<file path="src/rtl/eeprom_cmd_engine.sv">
// Byte-level serial EEPROM command engine: control byte decode, word address capture, page-wrapped writes, prefetched reads.
// Latency: ack_out and mem_we/mem_re one cycle after the byte/request, tx_valid two cycles after a read trigger.
// Backpressure: none; the front-end spaces bus events >=4 clk apart and tx_req is honoured only while tx_valid is set.
module eeprom_cmd_engine #(
  parameter int         ADDR_WIDTH  = 13,
  parameter int         PAGE_BITS   = 5,
  parameter logic [3:0] DEVICE_TYPE = 4'b1010
) (
  input  logic                  clk,
  input  logic                  reset_n,
  input  logic                  start,
  input  logic                  stop,
  input  logic                  rx_valid,
  input  logic [7:0]            rx_byte,
  output logic                  ack_out,
  input  logic                  tx_req,
  input  logic                  tx_nack,
  output logic [7:0]            tx_byte,
  output logic                  tx_valid,
  output logic [ADDR_WIDTH-1:0] mem_addr,
  output logic [7:0]            mem_wdata,
  output logic                  mem_we,
  output logic                  mem_re,
  input  logic [7:0]            mem_rdata
);

  typedef enum logic [2:0] {
    ST_IDLE, ST_CTRL, ST_ADDR_HI, ST_ADDR_LO, ST_WRITE, ST_READ, ST_WAIT
  } state_t;

  localparam logic [ADDR_WIDTH-1:0] ADDR_ONE = 1;
  localparam logic [PAGE_BITS-1:0]  PAGE_ONE = 1;

  state_t                state_q, state_d;
  logic [ADDR_WIDTH-1:0] addr_q, addr_d;
  logic                  ack_q, ack_d;
  logic [7:0]            tx_byte_q, tx_byte_d;
  logic                  tx_vld_q, tx_vld_d;
  logic [ADDR_WIDTH-1:0] mem_addr_q, mem_addr_d;
  logic [7:0]            mem_wdata_q, mem_wdata_d;
  logic                  mem_we_q, mem_we_d;
  logic                  mem_re_q, mem_re_d;
  logic                  rd_pend_q, rd_pend_d;

  always_ff @(posedge clk or negedge reset_n) begin
    if (!reset_n) begin
      state_q <= ST_IDLE;
    end else begin
      state_q <= state_d;
    end
  end

  always_ff @(posedge clk or negedge reset_n) begin
    if (!reset_n) begin
      addr_q      <= '0;
      ack_q       <= 1'b0;
      tx_byte_q   <= 8'h00;
      tx_vld_q    <= 1'b0;
      mem_addr_q  <= '0;
      mem_wdata_q <= 8'h00;
      mem_we_q    <= 1'b0;
      mem_re_q    <= 1'b0;
      rd_pend_q   <= 1'b0;
    end else begin
      addr_q      <= addr_d;
      ack_q       <= ack_d;
      tx_byte_q   <= tx_byte_d;
      tx_vld_q    <= tx_vld_d;
      mem_addr_q  <= mem_addr_d;
      mem_wdata_q <= mem_wdata_d;
      mem_we_q    <= mem_we_d;
      mem_re_q    <= mem_re_d;
      rd_pend_q   <= rd_pend_d;
    end
  end

  always_comb begin
    state_d     = state_q;
    addr_d      = addr_q;
    ack_d       = ack_q;
    tx_byte_d   = tx_byte_q;
    tx_vld_d    = tx_vld_q;
    mem_addr_d  = mem_addr_q;
    mem_wdata_d = mem_wdata_q;
    mem_we_d    = 1'b0;
    mem_re_d    = 1'b0;
    // RAM data lands the cycle after mem_re; capture it one edge later.
    rd_pend_d   = mem_re_q;

    if (rd_pend_q) begin
      tx_byte_d = mem_rdata;
      tx_vld_d  = 1'b1;
    end

    if (stop) begin
      state_d   = ST_IDLE;
      ack_d     = 1'b0;
      tx_vld_d  = 1'b0;
      rd_pend_d = 1'b0;
    end else if (start) begin
      state_d   = ST_CTRL;
      ack_d     = 1'b0;
      tx_vld_d  = 1'b0;
      rd_pend_d = 1'b0;
    end else begin
      case (state_q)
        ST_CTRL: begin
          if (rx_valid) begin
            if (rx_byte[7:4] != DEVICE_TYPE) begin
              ack_d   = 1'b0;
              state_d = ST_WAIT;
            end else begin
              ack_d = 1'b1;
              if (rx_byte[0]) begin
                state_d    = ST_READ;
                mem_re_d   = 1'b1;
                mem_addr_d = addr_q;
              end else begin
                state_d = ST_ADDR_HI;
              end
            end
          end
        end
        ST_ADDR_HI: begin
          if (rx_valid) begin
            addr_d[ADDR_WIDTH-1:8] = rx_byte[ADDR_WIDTH-9:0];
            ack_d                  = 1'b1;
            state_d                = ST_ADDR_LO;
          end
        end
        ST_ADDR_LO: begin
          if (rx_valid) begin
            addr_d[7:0] = rx_byte;
            ack_d       = 1'b1;
            state_d     = ST_WRITE;
          end
        end
        ST_WRITE: begin
          if (rx_valid) begin
            mem_we_d    = 1'b1;
            mem_addr_d  = addr_q;
            mem_wdata_d = rx_byte;
            ack_d       = 1'b1;
            // Only the in-page offset advances, so long bursts wrap within the page.
            addr_d[PAGE_BITS-1:0] = addr_q[PAGE_BITS-1:0] + PAGE_ONE;
          end
        end
        ST_READ: begin
          if (tx_nack) begin
            state_d = ST_WAIT;
          end else if (tx_req && tx_vld_q) begin
            tx_vld_d   = 1'b0;
            addr_d     = addr_q + ADDR_ONE;
            mem_addr_d = addr_q + ADDR_ONE;
            mem_re_d   = 1'b1;
          end
          if (rx_valid) ack_d = 1'b0;
        end
        default: begin
          // IDLE and WAIT never acknowledge a byte.
          if (rx_valid) ack_d = 1'b0;
        end
      endcase
    end
  end

  assign ack_out   = ack_q;
  assign tx_byte   = tx_byte_q;
  assign tx_valid  = tx_vld_q;
  assign mem_addr  = mem_addr_q;
  assign mem_wdata = mem_wdata_q;
  assign mem_we    = mem_we_q;
  assign mem_re    = mem_re_q;

endmodule

</file>
<file path="config.mk">
export PLATFORM = sky130hd
export DESIGN_NAME = eeprom_cmd_engine
export DESIGN_NICKNAME = d
export VERILOG_FILES = /design/src/rtl/eeprom_cmd_engine.sv
export SDC_FILE = /design/constraint.sdc
export NUM_CORES = 1
export LEC_CHECK = 0
export ABC_AREA = 1
export ABC_CLOCK_PERIOD_IN_PS = 1850
export CORE_MARGIN = 3
export CORE_UTILIZATION = 45
export CTS_BUF_LIST = sky130_fd_sc_hd__clkbuf_16
export DETAILED_ROUTE_END_ITERATION = 10
export PLACE_DENSITY = 0.78
export SLEW_MARGIN = 20
export SYNTH_ARGS = -nofsm -noshare
export SYNTH_HDL_FRONTEND = slang
export SYNTH_SLANG_ARGS = --single-unit
</file>
<file path="constraint.sdc">
create_clock -name clk -period 1.85 [get_ports clk]
set_input_delay 0.37 -clock clk [delete_from_list [all_inputs] [get_ports clk]]
set_output_delay 0.37 -clock clk [all_outputs]
set_load 0.02 [all_outputs]
</file>
==> results of run 1 <==
## worst paths after layout
check / start / to / slack, ns / cells past startpoint
worst max-delay path: state_q[2] / addr_q[9] / 0.19 / 9
worst min-delay path: reset_n / mem_wdata[1] / 0.04 / 1
worst max register to register: state_q[2] / addr_q[9] / 0.19 / 9
worst min register to register: mem_addr[7] / mem_addr[7] / 0.48 / 2
max in group asynchronous: reset_n / addr_q[9] / 1.19 / 2
min in group clk: mem_addr[7] / mem_addr[7] / 0.48 / 2
## layout make-up
type / instances / share of cell area, %
timing repair buffer: 69 / 18.6
inverter: 37 / 3.90
sequential: 50 / 35.1
tap: 72 / 2.53
clock inverter: 3 / 1.19
multi-input combinational: 273 / 35.2
clock buffer: 5 / 3.51
## power by group through the flow
stage                     Combinational, uW  Sequential, uW  Clock, uW
after global routing                   1730            1770       1110
after floorplan                         657            1920          0
after CTS                              1560            1710       1070
after global placement                 1520            1710          0
after detailed placement               1550            1730          0
final                                  1550            1710       1050
## through the flow
step | hold WS (ns) | worst slack (ns) | area [sq um] | total power [uW]
4_1_cts | 0.0533 | 0.126 | 3560 | 4340
6_report | 0.0359 | 0.186 | 3560 | 4310
3_5_place_dp | 0.368 | 0.0250 | 3390 | 3280
3_3_place_gp | 0.359 | 0.0624 | 3390 | 3230
5_1_grt | 0.0713 | 0.0106 | 3560 | 4610
2_1_floorplan | 0.0744 | 0.337 | 2680 | 2580
## per-layer routing
metal	vias to the layer above	GRT usage (%)	wire (um)
met3	16	3.77	370
li1	1300	-	-
met2	91	36.2	3320
met1	1221	25.3	2830
met4	0	7.58	193
met5	-	0	0
## kinds of logic after synthesis
logic type / Yosys count / share of synthesized area [%]
adder cells (fa/ha/maj): 2 / 0.934
buffers and inverters: 44 / 6.54
XOR/XNOR: 3 / 0.981
AND/OR/NAND/NOR: 219 / 33.4
multiplexers: 8 / 3.36
flip-flops: 50 / 46.7
AO/OA/AOI/OAI: 41 / 8.04
## worst max-delay path, cell delays in order (launching register included)
cell	delay, ns
dfrtp_1	0.42
inv_2	0.09
nor2_4	0.18
nand2_2	0.11
inv_2	0.26
buf_4	0.23
nand3_1	0.11
nand2_1	0.10
nand2_1	0.06
nand2_1	0.06
## registers in the layout, indices dropped and copies added, names as in the netlist
name       count
ack_out        1
addr_q        13
mem_addr      13
mem_re         1
mem_wdata      8
mem_we         1
rd_pend_q      1
state_q        3
tx_byte        8
tx_valid       1
## layout by cell type, fill, tap and decap left out
cell type,n
inv_1,29
nor3_1,1
a211oi_1,1
a21oi_1,3
clkbuf_16,5
nor2_1,21
o211a_1,1
xor2_1,3
clkinv_1,2
o21ai_1,1
nand4_1,5
o21ai_0,34
buf_4,13
dfrtp_1,50
buf_2,1
nand3_1,27
mux2_2,8
buf_12,1
nor2_2,6
bufinv_16,1
nand2_2,2
nand2_1,156
inv_6,1
a21o_1,1
ha_1,2
nor2_4,1
inv_2,7
clkdlybuf4s50_1,54
==> run_results.csv, run 1 <==
group,metric,value,unit
power,power_frac_comb,35.9,%
drt,detailedRoute.firstIterationViolations,197,
power,seq_power_share,39.8,%
clock_tree,clkSlewWorstSetupHoldPaths,0.07,ns
timing,slew-limit-headroom,66.4,%
synthesis,yosysWarnings,0,
finish,multi_input_logic_area,0.00125,sq mm
timing,timing.final.crit_period,1.66,ns
drt,detail_route.drc_violations,0,
clock_tree,clock_sink_count,50,
synthesis,synth_nets,392,
timing,setup-tns-final,0,ns
floorplan,die_height,83.1,um
power,p_sw,1560,uW
clock_tree,post-cts-setup-buffer-count,0,
placed_design,place.detailed.instances,501,
finish,final-instance-count-excl-fill,509,
global_routing,number_of_global_route_vias_before_repair,2595,
critical_path,setup.worst_path.class,"reg2reg",
finish,layout.nets,461,
clock_tree,cts_hold_buf,0,
drt,drtPass1Iterations,5,
floorplan,top_level_ports,56,
synthesis,ys_async_sr_fraction,100,%
drt,viasPerCell,5.16,
power,p_int,2750,uW
clock_tree,cts-htree-levels,2,
critical_path,timing.critical_path.to_type,"register",
floorplan,area_of_the_die,0.00691,sq mm
power,vdd_drop_max,0.599,mV
synthesis,yosys-top-cells-count,"156 x nand2_1, 50 x dfrtp_1, 34 x o21ai_0",
synthesis,yosysTopAreaCellShare,46.7,%
power,leakage,0.00182,uW
finish,insertedDiodeCount,0,
clock_tree,cts_buffers,5,
synthesis,synth_largest_area_cell,"dfrtp_1",
synthesis,synth_edf_count,0,
synthesis,synthesized_cell_area,0.00268,sq mm
synthesis,syn-instance-count,367,
timing,final.setup_skew,0.0102,ns
global_routing,grt_overflow_total,0,
clock_tree,tritoncts,"done",
finish,filler_cell_count,492,
finish,ratio_of_cells_with_drive_above_1_in_the_final_layout,10.5,%
synthesis,syn_area_per_cell,7.30,sq um
drt,drt_wl_total,6720,um
global_routing,first_pass_grt_wire_length,11900,um
critical_path,crit_required,2.08,ns
floorplan,rows,27,
critical_path,worst-endpoint-arrival,1.89,ns
timing,timing.final.setup_violations,0,
drt,ant_nets,0,
synthesis,synthFlopType,"dfrtp_1",
timing,final_min_period_over_clock_period,90.0,%
finish,postLayoutCoreUtil,63.2,%
power,clock_power_share,24.3,%
outcome,status,"finished, final reports clean",
synthesis,ys_top_cells_by_area,"dfrtp_1 47%, nand2_1 22%, o21ai_0 6.4%, nand3_1 5.0%, inv_1 4.1%",
timing,slew_violations,0,
global_routing,largest_net_degree_at_the_start_of_global_routing,23,
placed_design,place_hpwl,5200,um
clock_tree,resize_count_post_cts,0,
synthesis,dominant_cell_by_count_in_the_synthesized_netlist,"nand2_1",
hold_path,worst_hold_path_type,"in2async",
clock_tree,cts-root-to-sink-buffers,2,
drt,avgRoutedWirePerCell,13.2,um
placed_design,port-buffer-count,55,
timing,finalHoldViolations,0,
timing,rsz0062_at_grt,"no",
floorplan,initial_core_util,47.5,%
synthesis,ys_seq_elements,50,
drt,via_count,2628,
finish,layout.area.seq,0.00125,sq mm
critical_path,critical_path_startpoint_category,"register",
floorplan,placeableCoreArea,0.00564,sq mm
global_routing,grt_util_all_layers,20.7,%
clock_tree,worst_skew_pair.late_latency,0.29,ns
job,max-cap-violations,0,
power,switching_share,36.2,%
placed_design,globalplace.congestion,0.915,
global_routing,antenna_found_initial,0,
synthesis,synth_cell_types,24,
critical_path,critPathMaxFanout,16,
synthesis,seq_area_frac_synth,46.7,%
finish,area_growth_syn_to_layout,33.1,%
clock_tree,cell_at_the_root_of_the_clock_tree,"clkbuf_16",
timing,worst_slew_pin_tran,0.504,ns
floorplan,fp.dieW,83.1,um
timing,fmaxAchievable,0.601,GHz
power,ratio_of_total_power_to_cell_area,1210,mW/mm^2
Note: power is estimated with default switching activity, not from simulation.
==> run 2: changes to the inputs <==
Settings changed: CORE_UTILIZATION 45 to 51, PLACE_DENSITY 0.78 to 0.86.
==> run 2 against run 1 <==
Combinational power about the same. Sequential power about the same. Critical path type is now reg2out. Clock power up 13%. First-iteration DRC count up 47%. Largest cell class unchanged. Largest power group unchanged.
==> run_results.csv, run 2 (synthesis results as in run 1) <==
group,metric,value,unit
drt,detailedRoute.firstIterationViolations,289,
finish,multi_input_logic_area,0.00125,sq mm
drt,drtPass1Iterations,5,
global_routing,grt_util_all_layers,24.8,%
clock_tree,clkSlewWorstSetupHoldPaths,0.07,ns
timing,hold_ws,0.0523,ns
timing,rsz0062_at_grt,"no",
critical_path,critPathMaxFanout,3,
timing,timing.final.crit_period,1.67,ns
finish,ratio_of_cells_with_drive_above_1_in_the_final_layout,10.3,%
critical_path,rrSetupSlack,0.20,ns
timing,final.setup_skew,0.00217,ns
critical_path,cpLargestDelayFamily,"buffers and inverters",
clock_tree,cts-root-to-sink-buffers,2,
timing,setup-tns-final,0,ns
finish,area_growth_syn_to_layout,33.8,%
clock_tree,cts-htree-levels,2,
placed_design,place_ws,-0.0614,ns
timing,final_min_period_over_clock_period,90.5,%
hold_path,worst_hold_path_type,"in2async",
timing,finalHoldViolations,0,
floorplan,placeableCoreArea,0.00491,sq mm
critical_path,setup.worst_path.class,"reg2out",
placed_design,port-buffer-count,55,
critical_path,endpoint_of_the_most_critical_register_to_register_path,"addr_q[2]",
floorplan,area_of_the_die,0.00616,sq mm
global_routing,first_pass_grt_wire_length,12100,um
global_routing,grt_overflow_total,0,
finish,layout.area.seq,0.00125,sq mm
clock_tree,tritoncts,"done",
timing,worst_slew_pin_tran,0.377,ns
outcome,status,"finished, final reports clean",
clock_tree,cts_buffers,5,
power,ratio_of_total_power_to_cell_area,1250,mW/mm^2
critical_path,crit_required,1.48,ns
finish,insertedDiodeCount,0,
timing,timing.final.setup_violations,0,
critical_path,cpPeakStageDelay,0.63,ns
clock_tree,worst_skew_pair.late_latency,0.29,ns
finish,postLayoutCoreUtil,72.9,%
global_routing,number_of_global_route_vias_before_repair,2564,
job,max-cap-violations,0,
critical_path,worst-endpoint-arrival,1.30,ns
timing,slew-limit-headroom,74.8,%
floorplan,fp.dieW,78.5,um
placed_design,globalplace.congestion,0.931,
drt,detail_route.drc_violations,0,
floorplan,die_height,78.5,um
clock_tree,post-cts-setup-buffer-count,0,
timing,fmaxAchievable,0.597,GHz
finish,most_frequent_cells_in_the_layout,"156 x nand2_1, 54 x clkdlybuf4s50_1, 50 x dfrtp_1",
critical_path,crit_chain,"clkdlybuf4s50_1",
critical_path,timing.critical_path.slowest_stage_cell,"clkdlybuf4s50_1",
clock_tree,cell_at_the_root_of_the_clock_tree,"clkbuf_16",
critical_path,rr_worst_depth,8,
critical_path,timing.critical_path.to_type,"output port",
power,vdd_drop_max,0.599,mV
drt,drt_wl_total,7110,um
global_routing,largest_net_degree_at_the_start_of_global_routing,51,
critical_path,critical_path_startpoint_category,"register",
drt,viasPerCell,5.34,
drt,via_count,2679,
critical_path,reg2reg_from,"state_q[1]",
finish,most_frequent_standard_cell_in_the_layout_excluding_fill_and_tap_cells,"nand2_1",
critical_path,cp.buffers_inverters,1,
placed_design,place_hpwl,5170,um
finish,filler_cell_count,377,
clock_tree,clock_sink_count,50,
floorplan,initial_core_util,54.5,%
finish,layout.nets,459,
power,leakage,0.00182,uW
timing,final.setup.worst_slack,0.176,ns
critical_path,logic_depth_of_the_worst_setup_path_including_buffers,1,
clock_tree,cts_hold_buf,0,
drt,ant_nets,0,
global_routing,antenna_found_initial,0,
power,sum_of_internal_switching_and_leakage_power,4490,uW
floorplan,top_level_ports,56,
drt,avgRoutedWirePerCell,14.2,um
floorplan,rows,25,
timing,slew_violations,0,
[run 2: timing repair]
| action | 4_1_cts | 5_1_grt |
|---|---|---|
| setup endpoints to repair | 0 | 1 |
| gates resized for setup | 0 | 1 |
| endpoints found under the hold margin | 0 | 0 |
[run 2: how the worst max path moves through the flow]
stage / start / to / slack [ns]
after CTS: addr_q[0] / mem_addr[8] / 0.15
final: tx_valid / tx_valid / 0.18
after global placement: stop / mem_addr[12] / 0.0003
after detailed placement: stop / addr_q[0] / -0.06
after floorplan: state_q[2] / addr_q[0] / 0.34
after global routing: stop / mem_addr[2] / 0.07
[run 2: metal layers]
| layer | vias to the layer above | track usage [%] | part of all wire [%] |
|---|---|---|---|
| met5 | - | 0 | 0 |
| met4 | 0 | 11.0 | 4.0 |
| met3 | 23 | 4.70 | 5.9 |
| met2 | 126 | 41.6 | 49 |
| met1 | 1233 | 31.1 | 42 |
| li1 | 1297 | - | - |
[run 2: layout make-up]
type                       count  share of cell area, %
multi-input combinational    273                   35.0
sequential                    50                   34.9
timing repair buffer          67                   18.4
inverter                      37                   3.88
clock buffer                   5                   3.49
tap                           67                   2.34
clock inverter                 3                   1.92
[run 2: where the power goes]
group / switching [uW] / internal, uW
Clock: 411 / 777
Combinational: 874 / 695
Sequential: 306 / 1420
Total: 1590 / 2890
[run 2: through the flow]
step                      std cells  cell area, sq um
after global placement          494              3390
after detailed placement        494              3390
after global routing            502              3580
after floorplan                 367              2680
after CTS                       502              3580
final                           502              3580
==> run 3: changes to the inputs <==
Settings changed: ABC_CLOCK_PERIOD_IN_PS 1850 to 1800, CELL_PAD_IN_SITES_DETAIL_PLACEMENT set to 1, CELL_PAD_IN_SITES_GLOBAL_PLACEMENT set to 1, CORE_UTILIZATION 51 to 36, PLACE_DENSITY 0.86 to 0.85.
Clock period 1.85 ns to 1.8 ns, I/O delays scaled along.
==> run 3 against run 2 <==
Core utilization down 21 points. Global-route usage down 4.1 points. Die area up 38%. Clock skew up 0.0047 ns. Non-clock buffer count up 9. Setup slack worse by 0.054 ns. Design area up 2.0%. Clock power down 21%. Via count down 0.45%. Clock-buffer cell count unchanged. Sequential cell count unchanged. Critical path type is now reg2reg. Critical endpoint is now mem_addr[11].
==> run_results.csv, run 3 (synthesis results as in run 1) <==
group,metric,value,unit
outcome,status,"finished, final reports clean",
floorplan,initial_core_util,38.1,%
critical_path,rr_worst_depth,9,
clock_tree,worst_skew_pair.late_latency,0.29,ns
placed_design,globalplace.congestion,0.856,
clock_tree,resize_count_post_cts,0,
placed_design,port-buffer-count,55,
floorplan,placeableCoreArea,0.00702,sq mm
finish,layout.area.seq,0.00125,sq mm
finish,most_frequent_cells_in_the_layout,"156 x nand2_1, 54 x clkdlybuf4s50_1, 50 x dfrtp_1",
placed_design,place_ws,-0.112,ns
timing,final.setup.worst_slack,0.122,ns
timing,finalHoldViolations,0,
clock_tree,tritoncts,"done",
drt,avgRoutedWirePerCell,15.7,um
timing,slew-limit-headroom,69.7,%
global_routing,grt_overflow_total,0,
timing,final.setup_skew,0.00692,ns
placed_design,place_area,0.00349,sq mm
drt,drtPass1Iterations,4,
finish,insertedDiodeCount,0,
finish,layout.nets,469,
timing,rsz0062_at_grt,"no",
clock_tree,clkSlewWorstSetupHoldPaths,0.07,ns
hold_path,worst_hold_path_type,"in2async",
global_routing,number_of_global_route_vias_before_repair,2939,
finish,area_growth_syn_to_layout,36.4,%
finish,finalInstanceArea,0.00365,sq mm
drt,drt_wl_total,8500,um
drt,via_count,2667,
power,leakage,0.00185,uW
critical_path,crit_required,2.03,ns
global_routing,largest_net_degree_at_the_start_of_global_routing,33,
drt,detailedRoute.firstIterationViolations,144,
global_routing,antenna_found_initial,0,
clock_tree,post-cts-setup-buffer-count,0,
floorplan,top_level_ports,56,
finish,filler_cell_count,912,
critical_path,critPathMaxFanout,13,
timing,fmaxAchievable,0.596,GHz
drt,ant_nets,0,
job,max-cap-violations,0,
timing,timing.final.crit_period,1.68,ns
critical_path,setup.worst_path.class,"reg2reg",
floorplan,rows,30,
critical_path,critical_path_startpoint_category,"register",
critical_path,worst-endpoint-arrival,1.91,ns
timing,slew_violations,0,
clock_tree,cts-htree-levels,2,
finish,multi_input_logic_area,0.00127,sq mm
floorplan,area_of_the_die,0.00851,sq mm
power,sum_of_internal_switching_and_leakage_power,4400,uW
global_routing,first_pass_grt_wire_length,13900,um
finish,ratio_of_cells_with_drive_above_1_in_the_final_layout,12.6,%
power,ratio_of_total_power_to_cell_area,1200,mW/mm^2
drt,viasPerCell,4.93,
clock_tree,cts_buffers,5,
global_routing,grt_util_all_layers,20.7,%
clock_tree,clock_sink_count,50,
power,vdd_drop_max,0.433,mV
placed_design,place_hpwl,6410,um
floorplan,die_height,92.2,um
finish,most_frequent_standard_cell_in_the_layout_excluding_fill_and_tap_cells,"nand2_1",
timing,final_min_period_over_clock_period,93.2,%
clock_tree,cts-root-to-sink-buffers,2,
clock_tree,cts_hold_buf,0,
drt,detail_route.drc_violations,0,
critical_path,timing.critical_path.to_type,"register",
floorplan,fp.dieW,92.2,um
timing,worst_slew_pin_tran,0.455,ns
timing,hold_ws,0.00276,ns
clock_tree,cell_at_the_root_of_the_clock_tree,"clkbuf_16",
timing,timing.final.setup_violations,0,
## run 3: changes by cell type in the layout (fill, tap and decap cells not counted), sizes merged
cell and delta:
inv +1, nor2 +1, bufinv -2, buf +9, clkinv +1
## run 3: power by group
group | switching, uW | internal (uW) | leakage [uW]
Sequential | 311 | 1460 | 0.000661
Combinational | 949 | 744 | 0.00111
Clock | 426 | 511 | 0.0000750
Total | 1690 | 2720 | 0.00185
## run 3: cell type report
cell class	instances	area share, %
repair buffers	76	19.9
inverters	37	3.87
clock inverters	3	0.479
well taps	96	3.29
clock buffers	5	3.42
flip-flops and latches	50	34.2
multi-input cells	274	34.8
## run 3: path summary, 6_finish.rpt
check	start	to	slack, ns
worst max-delay path	state_q[0]	mem_addr[11]	0.12
worst min-delay path	reset_n	mem_addr[2]	0.003
worst max register to register	state_q[0]	mem_addr[11]	0.12
worst min register to register	mem_addr[4]	mem_addr[4]	0.48
max in group asynchronous	reset_n	addr_q[8]	1.26
min in group clk	mem_addr[4]	mem_addr[4]	0.48
## run 3: critical path, stage by stage, from the launching register on
cell and delay [ns]:
dfrtp_1 0.54, inv_2 0.10, nor2_2 0.18, inv_2 0.08, o21ai_1 0.19, nand3_1 0.12
nor2_2 0.15, buf_12 0.15, nand2_1 0.06, nand2_1 0.05
## run 3: per-layer routing
layer	wire length (um)	vias up	GRT usage [%]
li1	-	1317	-
met1	3450	1285	23.0
met2	4570	48	39.3
met3	266	17	3.28
met4	205	0	7.55
met5	0	-	0
## run 3: per-stage QoR
step,setup TNS (ns),cells,utilization (%)
after floorplan,0,367,-
after global routing,0,541,52.0
after CTS,0,540,51.7
after global placement,-0.414,532,49.7
after detailed placement,-1.68,532,49.7
final,0,541,52.0
